==> src/rtl/mem_arbiter_pkg.sv <==
// Shared MIPS memory-bus definitions: arbiter FSM states, bus owner encoding,
// access size encoding and the latched command payload used by mem_arbiter.
package mem_arbiter_pkg;

    localparam int unsigned ADDR_W = 32;
    localparam int unsigned DATA_W = 32;
    localparam int unsigned SIZE_W = 2;

    // Arbiter FSM states: one bus transaction outstanding at most.
    typedef enum logic [1:0] {
        IDLE = 2'd0,
        ADDR = 2'd1,
        DATA = 2'd2
    } arb_state_t;

    // Which requester currently owns the shared bus.
    typedef enum logic [1:0] {
        OWN_NONE = 2'd0,
        OWN_I    = 2'd1,
        OWN_D    = 2'd2
    } owner_t;

    // Bus access size.
    typedef enum logic [SIZE_W-1:0] {
        MSIZE_BYTE = 2'd0,
        MSIZE_HALF = 2'd1,
        MSIZE_WORD = 2'd2
    } msize_t;

    // Command fields captured at grant time and replayed on the bus.
    typedef struct packed {
        logic              wr;
        msize_t            size;
        logic [ADDR_W-1:0] addr;
        logic [DATA_W-1:0] wdata;
    } mem_cmd_t;

    function automatic mem_cmd_t make_cmd(
        input logic              wr,
        input msize_t            size,
        input logic [ADDR_W-1:0] addr,
        input logic [DATA_W-1:0] wdata
    );
        mem_cmd_t c;
        c.wr    = wr;
        c.size  = size;
        c.addr  = addr;
        c.wdata = wdata;
        return c;
    endfunction

endpackage : mem_arbiter_pkg

==> src/rtl/mem_arbiter.sv <==
// Two-master arbiter (instruction fetch side I, memory stage side D) in front
// of a single shared memory bus. D normally wins; a starve counter forces an
// I grant after STARVE_LIMIT consecutive D grants taken while I was waiting.
//
// Ports:
//   clk, reset             clock, asynchronous active-low reset
//   i_req/i_addr           fetch request (held until i_addr_ok)
//   i_addr_ok/i_data_ok    fetch accept / data-valid pulses, i_rdata data
//   d_req/d_wr/d_size/d_addr/d_wdata   data-side request and command fields
//   d_addr_ok/d_data_ok    data accept / completion pulses, d_rdata data
//   m_req/m_wr/m_size/m_addr/m_wdata   shared-bus command (from latched fields)
//   m_addr_ok/m_data_ok/m_rdata        shared-bus handshakes and read data
module mem_arbiter
    import mem_arbiter_pkg::*;
#(
    parameter int unsigned STARVE_LIMIT = 4
) (
    input  logic              clk,
    input  logic              reset,

    input  logic              i_req,
    input  logic [ADDR_W-1:0] i_addr,
    output logic              i_addr_ok,
    output logic              i_data_ok,
    output logic [DATA_W-1:0] i_rdata,

    input  logic              d_req,
    input  logic              d_wr,
    input  logic [SIZE_W-1:0] d_size,
    input  logic [ADDR_W-1:0] d_addr,
    input  logic [DATA_W-1:0] d_wdata,
    output logic              d_addr_ok,
    output logic              d_data_ok,
    output logic [DATA_W-1:0] d_rdata,

    output logic              m_req,
    output logic              m_wr,
    output logic [SIZE_W-1:0] m_size,
    output logic [ADDR_W-1:0] m_addr,
    output logic [DATA_W-1:0] m_wdata,
    input  logic              m_addr_ok,
    input  logic              m_data_ok,
    input  logic [DATA_W-1:0] m_rdata
);

    localparam int unsigned STARVE_W = (STARVE_LIMIT > 0) ? $clog2(STARVE_LIMIT + 1) : 1;

    arb_state_t          state_q,  state_d;
    owner_t              owner_q,  owner_d;
    logic [STARVE_W-1:0] starve_q, starve_d;
    mem_cmd_t            cmd_q,    cmd_d;

    logic starve_full;
    logic pick_i;
    logic pick_d;
    logic bus_done;

    // Grant selection: D first unless I has waited through STARVE_LIMIT D grants.
    always_comb begin
        starve_full = (starve_q == STARVE_W'(STARVE_LIMIT));
        pick_i      = i_req && (!d_req || starve_full);
        pick_d      = d_req && !pick_i;
    end

    // Data phase completes in DATA, or in ADDR when both handshakes coincide.
    always_comb begin
        bus_done = m_data_ok &&
                   ((state_q == DATA) || ((state_q == ADDR) && m_addr_ok));
    end

    // Next-state, command latch, starve counter and accept pulses.
    always_comb begin
        state_d   = state_q;
        owner_d   = owner_q;
        starve_d  = starve_q;
        cmd_d     = cmd_q;
        i_addr_ok = 1'b0;
        d_addr_ok = 1'b0;
        m_req     = 1'b0;

        unique case (state_q)
            IDLE: begin
                // Accept pulses are suppressed while reset is asserted.
                if (reset && pick_i) begin
                    i_addr_ok = 1'b1;
                    owner_d   = OWN_I;
                    cmd_d     = make_cmd(1'b0, MSIZE_WORD, i_addr, '0);
                    starve_d  = '0;
                    state_d   = ADDR;
                end else if (reset && pick_d) begin
                    d_addr_ok = 1'b1;
                    owner_d   = OWN_D;
                    cmd_d     = make_cmd(d_wr, msize_t'(d_size), d_addr, d_wdata);
                    if (i_req && !starve_full) begin
                        starve_d = starve_q + STARVE_W'(1);
                    end
                    state_d   = ADDR;
                end
            end
            ADDR: begin
                m_req = 1'b1;
                if (m_addr_ok) begin
                    if (m_data_ok) begin
                        state_d = IDLE;
                        owner_d = OWN_NONE;
                    end else begin
                        state_d = DATA;
                    end
                end
            end
            DATA: begin
                if (m_data_ok) begin
                    state_d = IDLE;
                    owner_d = OWN_NONE;
                end
            end
            default: begin
                state_d = IDLE;
                owner_d = OWN_NONE;
            end
        endcase
    end

    // Completion is steered to the owner only; read data is broadcast.
    always_comb begin
        i_data_ok = bus_done && (owner_q == OWN_I);
        d_data_ok = bus_done && (owner_q == OWN_D);
        i_rdata   = m_rdata;
        d_rdata   = m_rdata;
    end

    // Bus command always comes from the latch, never from live request inputs.
    always_comb begin
        m_wr    = cmd_q.wr;
        m_size  = cmd_q.size;
        m_addr  = cmd_q.addr;
        m_wdata = cmd_q.wdata;
    end

    // State registers.
    always_ff @(posedge clk or negedge reset) begin
        if (!reset) begin
            state_q  <= IDLE;
            owner_q  <= OWN_NONE;
            starve_q <= '0;
            cmd_q    <= '0;
        end else begin
            state_q  <= state_d;
            owner_q  <= owner_d;
            starve_q <= starve_d;
            cmd_q    <= cmd_d;
        end
    end

endmodule : mem_arbiter

==> config.mk <==
export PLATFORM = sky130hd
export DESIGN_NAME = mem_arbiter
export DESIGN_NICKNAME = d
export VERILOG_FILES = /design/src/rtl/mem_arbiter_pkg.sv /design/src/rtl/mem_arbiter.sv
export SDC_FILE = /design/constraint.sdc
export NUM_CORES = 1
export LEC_CHECK = 0
export ABC_CLOCK_PERIOD_IN_PS = 5000
export CAP_MARGIN = 40
export CORE_AREA = 2 2 107 109
export CTS_CLUSTER_SIZE = 10
export DETAILED_ROUTE_END_ITERATION = 16
export DIE_AREA = 0 0 109 111
export PLACE_DENSITY = 0.8
export SLEW_MARGIN = 20
export SYNTH_ARGS = -nofsm -noshare
export SYNTH_HDL_FRONTEND = slang
export SYNTH_SLANG_ARGS = --single-unit
==> constraint.sdc <==
create_clock -name clk -period 5 [get_ports clk]
set_input_delay 1 -clock clk [delete_from_list [all_inputs] [get_ports clk]]
set_output_delay 1 -clock clk [all_outputs]
set_load 0.05 [all_outputs]
* Word-level counts from Yosys, hierarchy flattened
Cells that the tools add are included.
** Storage, ports and cells
- Bits in registers :: 74
- Output and inout bits :: 136
- Input bits :: 137
- Word-level logic and storage cells :: 59
** Operators by class
- $add $sub $neg :: 1
- Eq/ne operators :: 8
- Reduce and logical (&&, ||, !) cells :: 21
- Mux-type cells :: 22
** Operator list (number)
- 2-to-1 mux 67 bit :: 2
- 2-to-1 mux 2 bit :: 9
- case mux 2 bit (3 select lines) :: 2
- logical AND 1 bit :: 9
- 2-to-1 mux 3 bit :: 3
- 2-to-1 mux 1 bit :: 6
- AND reduction 3 bit :: 2
- == test 2 x 1 -> 1 bit (second input constant) :: 2
- == test 2 bit (second input constant) :: 2
- != test 2 bit (second input constant) :: 2
- AND reduction 2 bit :: 2
- nonzero test 2 bit :: 2
- adder 3 x 1 -> 3 bit (second input constant) :: 1
- == test 3 bit (second input constant) :: 1
- zero test 1 bit :: 3
- != test 3 bit (second input constant) :: 1
- zero test 2 bit :: 1
- logical OR 1 bit :: 2

* Depth between registers and ports, before layout
Gate-level depths: netlist of run 1.
- Word-level depth :: 9
- Depth in mapped cells :: 7
- Mapped depth without buffers :: 5

* Worst setup path after synthesis of run 1
No wires, ideal clock.
- Path kind :: register to output
- Start point :: register state_q[1]
- End point :: output i_data_ok
- Data required time :: 4.000 ns
- Path slack :: 1.658 ns
- Stages on the path, launching flop included :: 6
- Buffers on the path :: 0
- Arrival :: 2.342 ns
- Cells stage by stage :: dfrtp_1 inv_1 ha_1 a21o_1 nand2_1 nor3b_1
** On the way
- Cells in the longest elaborated chain, start to end :: 5
- Elaborated cells on any way between the ends :: 6
- Classes of those cells :: 2 x eq/ne; 4 x reduce/logical
** RTL lines
- start, declared :: RTL line mem_arbiter.sv:48 : arb_state_t state_q, state_d;
- start signal, assigned :: RTL line mem_arbiter.sv:148 : state_q <= state_d;
- == test 2 x 1 -> 1 bit :: RTL line mem_arbiter.sv:68 : ((state_q == DATA) || ((state_q == ADDR) && m_addr_ok));
- logical AND 1 bit :: RTL line mem_arbiter.sv:68
- logical OR 1 bit * :: RTL line mem_arbiter.sv:68
- logical AND 1 bit * :: RTL line mem_arbiter.sv:67 : bus_done = m_data_ok &&
- logical AND 1 bit * :: RTL line mem_arbiter.sv:126 : i_data_ok = bus_done && (owner_q == OWN_I);
- end, declared :: RTL line mem_arbiter.sv:24 : output logic i_data_ok,
Mark *: on every way between the ends. The rest lies on a longest branch, timed or not.

* Final worst setup path of run 1
- Start point :: input m_addr_ok
- End point :: output i_data_ok
** On the way
- Cells in the longest elaborated chain, start to end :: 4
** RTL lines
- start, declared :: RTL line mem_arbiter.sv:41 : input logic m_addr_ok,
- logical AND 1 bit :: RTL line mem_arbiter.sv:68
- logical OR 1 bit :: RTL line mem_arbiter.sv:68
- logical AND 1 bit :: RTL line mem_arbiter.sv:67
- logical AND 1 bit :: RTL line mem_arbiter.sv:126
Every way passes these cells.

==> results of run 1 <==
## layout make-up
type	instances	area, um^2
multi-input combinational	204	1320
clock buffer	9	225
clock inverter	7	60.1
timing repair buffer	185	1870
tap	143	179
sequential	74	1850
inverter	6	22.5
fill	1017	5540
## synth_stat cells
cell type	number	share of area [%]
dfrtp_1	74	49
a21bo_2	1	0.26
o211a_1	1	0.26
a31oi_2	1	0.33
nor2b_1	2	0.33
nand3_1	2	0.26
a22o_1	35	8.0
mux2i_1	1	0.26
clkbuf_1	17	1.7
a21o_1	1	0.20
buf_1	1	0.098
a311oi_1	1	0.23
a41oi_1	32	7.4
a21boi_2	1	0.30
o2bb2ai_1	2	0.46
a211oi_1	1	0.20
buf_4	64	13
inv_1	6	0.59
nor3b_1	1	0.20
o32ai_1	1	0.23
nand2b_1	1	0.16
mux2_2	1	0.30
a221oi_1	1	0.23
o21ai_1	1	0.13
a21oi_1	33	4.3
nor2_1	36	3.5
nand2_1	7	0.69
ha_1	5	1.6
nor3_1	1	0.13
o21ai_0	34	4.5
buf_2	13	1.7
o211ai_1	1	0.20
## layer usage
metal / share of wire (%) / vias to the layer above / wire (um)
met5: 0 / - / 0
met4: 2.0 / 0 / 234
met3: 6.4 / 33 / 741
met2: 53 / 146 / 6110
met1: 39 / 1654 / 4510
li1: - / 1517 / -
## registers in the layout, indices dropped and copies added, names as in the netlist
name,flops
m_addr,32
m_size,2
m_wdata,32
m_wr,1
owner_q,2
starve_q,3
state_q,2
## power breakdown
| group | switching [mW] | total (mW) | internal (mW) |
|---|---|---|---|
| clock | 0.278 | 0.623 | 0.345 |
| sequential | 0.157 | 1.02 | 0.858 |
| combinational | 1.33 | 2.06 | 0.725 |
| total | 1.77 | 3.70 | 1.93 |
## through the flow
stage | setup WS [ns] | total power [mW]
after floorplan | 1.66 | 2.46
after global placement | 1.33 | 3.02
after detailed placement | 1.31 | 3.09
after CTS | 1.31 | 3.73
after global routing | 1.18 | 3.88
final | 1.32 | 3.70
## worst min path at each step
| stage | endpoint | startpoint |
|---|---|---|
| floorplan | starve_q[1] | starve_q[1] |
| global route | starve_q[0] | reset |
| finish | starve_q[2] | reset |
| detailed placement | m_wdata[0] | m_wdata[0] |
| CTS | starve_q[1] | reset |
| global placement | m_wdata[31] | m_wdata[31] |
## kinds of logic after synthesis
group / count (synthesis)
buf+inv: 101
mux: 2
flops: 74
compound gates: 147
simple gates: 50
fa+ha+maj: 5
==> flow_summary.json, run 1 <==
{
  "cts_tree": "done",
  "postCtsHoldBufs": 0,
  "p_leak_nw": 2.25,
  "cpPeakStageDelay_ns": 0.83,
  "grt_max_degree": 59,
  "critPathCaptureType": "output port",
  "grt.busiest_layer": "met2",
  "wl_mm": 11.6,
  "ir_drop_mv": 0.363,
  "top_level_ports": 273,
  "synthesis.area_um2": 3810,
  "min_path_type": "in -> async",
  "reg2reg_from": "state_q[0]",
  "vias": 3350,
  "cp-endpoint": "i_data_ok",
  "synth_fa_ha_area_share_pct": 1.64,
  "finClkSkew_ns": 0.00524,
  "startpoint": "m_addr_ok",
  "antenna_found_initial": 0,
  "period_share_pct": 73.7,
  "placed_cells": 612,
  "syn-num-nets": 521,
  "cp.required_ns": 4.00,
  "fin_nets": 622,
  "rsz0062_at_grt": "false",
  "viasPerCell": 5.33,
  "routabilityCongestion": 0.780,
  "cts.htree.levels": 3,
  "ys_seq_elements": 74,
  "relSlewSlack_pct": 51.1,
  "coreArea_um2": 11100,
  "num_rows": 39,
  "clock.fmax_ghz": 0.271,
  "die_w_um": 109,
  "cp_slowest_cell": "clkdlybuf4s50_1",
  "grt.met2_usage_pct": 34.6,
  "cts.path.max_buffers": 2,
  "synth_mux_area_share_pct": 0.558,
  "use_met1_pct": 22.3,
  "path_common_cell": "clkdlybuf4s50_1",
  "r2r_cells": 6,
  "placed_area_um2": 5250,
  "clk_pin_slew_ns": 0.06,
  "syn_to_final_growth_pct": 45.3,
  "cts_setup_buffers": 0,
  "worstSkewPairLatency_ns": 0.34,
  "overflow": 0,
  "syn_avg_cell_area_um2": 10.1,
  "critPathLaunchType": "input pin",
  "dp_hpwl_mm": 8.09,
  "path_buf_inv": 2,
  "holdWs_ns": 0.457,
  "antennaDiodeCount": 0,
  "initial_core_util_pct": 34.4,
  "hold_viol_final": 0,
  "ant_nets": 0,
  "final_common_cell": "clkdlybuf4s50_1",
  "dr.pass1.iters": 4,
  "drive_above_1_share_pct": 6.60,
  "slew_viol_final": 0,
  "grt_pass1_wl_mm": 18.3,
  "ys_types": 32,
  "grt.met3_usage_pct": 4.53,
  "numCtsBuffers": 9,
  "yosysWarningCount": 0,
  "routedWlPerCell_um": 18.5,
  "die_h_um": 111,
  "drv_cap": 0,
  "synth_top_family_by_area": "compound AO/OA/AOI/OAI gates",
  "grt_usage_pct": 19.4,
  "crit_family": "buffers and inverters",
  "cts_resized": 0,
  "yosysSeqAreaShare_pct": 48.6,
  "die_area_um2": 12100,
  "yosys.area_share.xor_xnor_pct": 0,
  "final_cell_mix": "clkdlybuf4s50_1, dfrtp_1, nor2_1",
  "tns_ns": 0,
  "worstMarginPinSlew_ns": 0.733,
  "drc_errors": 0,
  "root_buffer": "clkbuf_16",
  "worstPathArrival_ns": 2.68,
  "power_density_nw_per_um2": 668,
  "fin_crit_ns": 3.68,
  "drt_iter0_drc": 190,
  "cp_cell_sequence": "clkdlybuf4s50_1 > a21o_1 > nand2_1 > nor3b_1 > clkdlybuf4s50_1",
  "critPathKind": "in -> out",
  "path_max_fanout": 2,
  "r2r-end": "m_addr[16]",
  "grt_pass1_vias": 3698,
  "finalInstanceArea_um2": 5540,
  "outcome": "finished, final reports clean",
  "synth_compound_area_share_pct": 27.2,
  "crit_cells": 5,
  "clkSinkCount": 74,
  "synth_cells": 379,
  "rrSetupSlack_ns": 3.09,
  "yosys.area_share.simple_pct": 5.32,
  "io_buffers": 176,
  "setup_violations": 0,
  "post-route-util_pct": 50.0,
  "layout.cells.non_filler": 628
}
No activity file was read; power rests on OpenSTA's default activity.
==> run 2, diff against run 1 <==
--- a/config.mk
+++ b/config.mk
@@ -5,12 +5,11 @@
 export SDC_FILE = /design/constraint.sdc
 export NUM_CORES = 1
 export LEC_CHECK = 0
-export ABC_CLOCK_PERIOD_IN_PS = 5000
+export ABC_CLOCK_PERIOD_IN_PS = 3700
 export CAP_MARGIN = 40
-export CORE_AREA = 2 2 107 109
+export CORE_UTILIZATION = 35
 export CTS_CLUSTER_SIZE = 10
 export DETAILED_ROUTE_END_ITERATION = 16
-export DIE_AREA = 0 0 109 111
 export PLACE_DENSITY = 0.8
 export SLEW_MARGIN = 20
 export SYNTH_ARGS = -nofsm -noshare
==> constraint.sdc (replaced) <==
create_clock -name clk -period 3.7 [get_ports clk]
set_input_delay 0.74 -clock clk [delete_from_list [all_inputs] [get_ports clk]]
set_output_delay 0.74 -clock clk [all_outputs]
set_load 0.05 [all_outputs]
==> flow_summary.json, run 2 (synthesized netlist as in run 1, its figures left out) <==
{
  "fin_crit_ns": 3.17,
  "syn_to_final_growth_pct": 43.9,
  "cts_resized": 0,
  "path_buf_inv": 2,
  "critPathKind": "in -> out",
  "fin_ws_ns": 0.531,
  "top_level_ports": 273,
  "grt_pass1_vias": 3461,
  "r2r_cells": 5,
  "relSlewSlack_pct": 50.8,
  "num_rows": 37,
  "finalInstanceArea_um2": 5480,
  "overflow": 0,
  "reg2reg_from": "starve_q[0]",
  "pwr-share-seq_pct": 28.3,
  "tns_ns": 0,
  "routabilityCongestion": 0.783,
  "dr.pass1.iters": 5,
  "path_max_fanout": 2,
  "wl_mm": 11.2,
  "drive_above_1_share_pct": 6.79,
  "power_density_nw_per_um2": 884,
  "final_cell_mix": "clkdlybuf4s50_1, dfrtp_1, nor2_1",
  "postCtsHoldBufs": 0,
  "cts.path.max_buffers": 2,
  "numCtsBuffers": 9,
  "grt_max_degree": 80,
  "ant_nets": 0,
  "antenna_found_initial": 0,
  "r2r-end": "m_addr[25]",
  "cp_slowest_cell": "clkdlybuf4s50_1",
  "cts_tree": "done",
  "p_switching_mw": 2.33,
  "finClkSkew_ns": 0.0117,
  "layout.cells.non_filler": 622,
  "drt_iter0_drc": 204,
  "root_buffer": "clkbuf_8",
  "post-route-util_pct": 52.4,
  "rrSetupSlack_ns": 1.75,
  "clock.fmax_ghz": 0.316,
  "die_h_um": 106,
  "slew_viol_final": 0,
  "die_w_um": 106,
  "worstMarginPinSlew_ns": 0.738,
  "cts.htree.levels": 3,
  "critPathLaunchType": "input pin",
  "final_common_cell": "clkdlybuf4s50_1",
  "path_common_cell": "clkdlybuf4s50_1",
  "die_area_um2": 11300,
  "period_share_pct": 85.6,
  "io_buffers": 176,
  "crit_family": "buffers and inverters",
  "cp_cell_sequence": "clkdlybuf4s50_1 > a21o_1 > nand2_1 > nor3b_1 > clkdlybuf4s50_1",
  "initial_core_util_pct": 36.4,
  "pwr-share-clk_pct": 14.6,
  "placed_cells": 605,
  "hold_viol_final": 0,
  "clkSinkCount": 74,
  "min_path_type": "in -> async",
  "grt_usage_pct": 19.9,
  "swShare_pct": 48.1,
  "place_ws_ns": 0.540,
  "cp.required_ns": 2.96,
  "setup_violations": 0,
  "placed_area_um2": 5230,
  "pwr-share-comb_pct": 57.1,
  "grt_pass1_wl_mm": 17.4,
  "worstSkewPairLatency_ns": 0.35,
  "holdWs_ns": 0.378,
  "fin_nets": 623,
  "ir_drop_mv": 0.570,
  "p_total_mw": 4.85,
  "dp_hpwl_mm": 7.66,
  "clk_pin_slew_ns": 0.09,
  "viasPerCell": 5.37,
  "critPathCaptureType": "output port",
  "outcome": "finished, final reports clean",
  "internal-power_mw": 2.52,
  "drv_cap": 0,
  "antennaDiodeCount": 0,
  "vias": 3339,
  "cts_setup_buffers": 0,
  "worstPathArrival_ns": 2.43,
  "routedWlPerCell_um": 18.1,
  "coreArea_um2": 10500,
  "cpPeakStageDelay_ns": 0.83,
  "p_leak_nw": 2.24,
  "drc_errors": 0,
  "rsz0062_at_grt": "false"
}
[run 2: cell count changes in the layout (fill, tap and decap cells not counted), sizes merged]
cell / delta
clkinvlp: -3
clkinv: +3
inv: -2
bufinv: +2
buf: +1
[run 2: power by group through the flow]
| stage | combinational [mW] | sequential, mW | clock, mW |
|---|---|---|---|
| finish | 2.77 | 1.37 | 0.708 |
| CTS | 2.78 | 1.37 | 0.726 |
| global route | 2.91 | 1.41 | 0.766 |
| detailed placement | 2.78 | 1.37 | 0 |
| floorplan | 0.831 | 2.49 | 0 |
| global placement | 2.73 | 1.38 | 0 |
[run 2: worst register-to-register path: cells and delay by family (launching register included)]
kind                       cells  cell delay [ns]
adders and majority gates      1             0.29
buffers and inverters          1             0.08
DFF                            1             0.41
AOI/OAI and AO/OA              3             1.10
[run 2: how the worst max path moves through the flow]
| stage | cells after the start | start | to |
|---|---|---|---|
| floorplan | 5 | state_q[1] | i_data_ok |
| global placement | 5 | m_addr_ok | i_data_ok |
| detailed placement | 5 | m_addr_ok | i_data_ok |
| CTS | 5 | m_addr_ok | i_data_ok |
| global route | 5 | m_addr_ok | i_data_ok |
| finish | 5 | m_addr_ok | i_data_ok |
[run 2: cell type report]
class,count,area [um^2]
Timing Repair Buffer,186,1880
Clock inverter,7,100
Tap cell,136,170
Fill cell,980,4980
Sequential cell,74,1850
Inverter,6,22.5
Multi-Input combinational cell,204,1330
Clock buffer,9,124
[run 2: metal layers]
layer	up-vias	share of wire (%)	GRT usage [%]
met5	-	0	0
met4	0	2.6	9.52
met3	34	7.3	5.21
met2	156	50	32.5
met1	1634	40	24.4
li1	1515	-	-
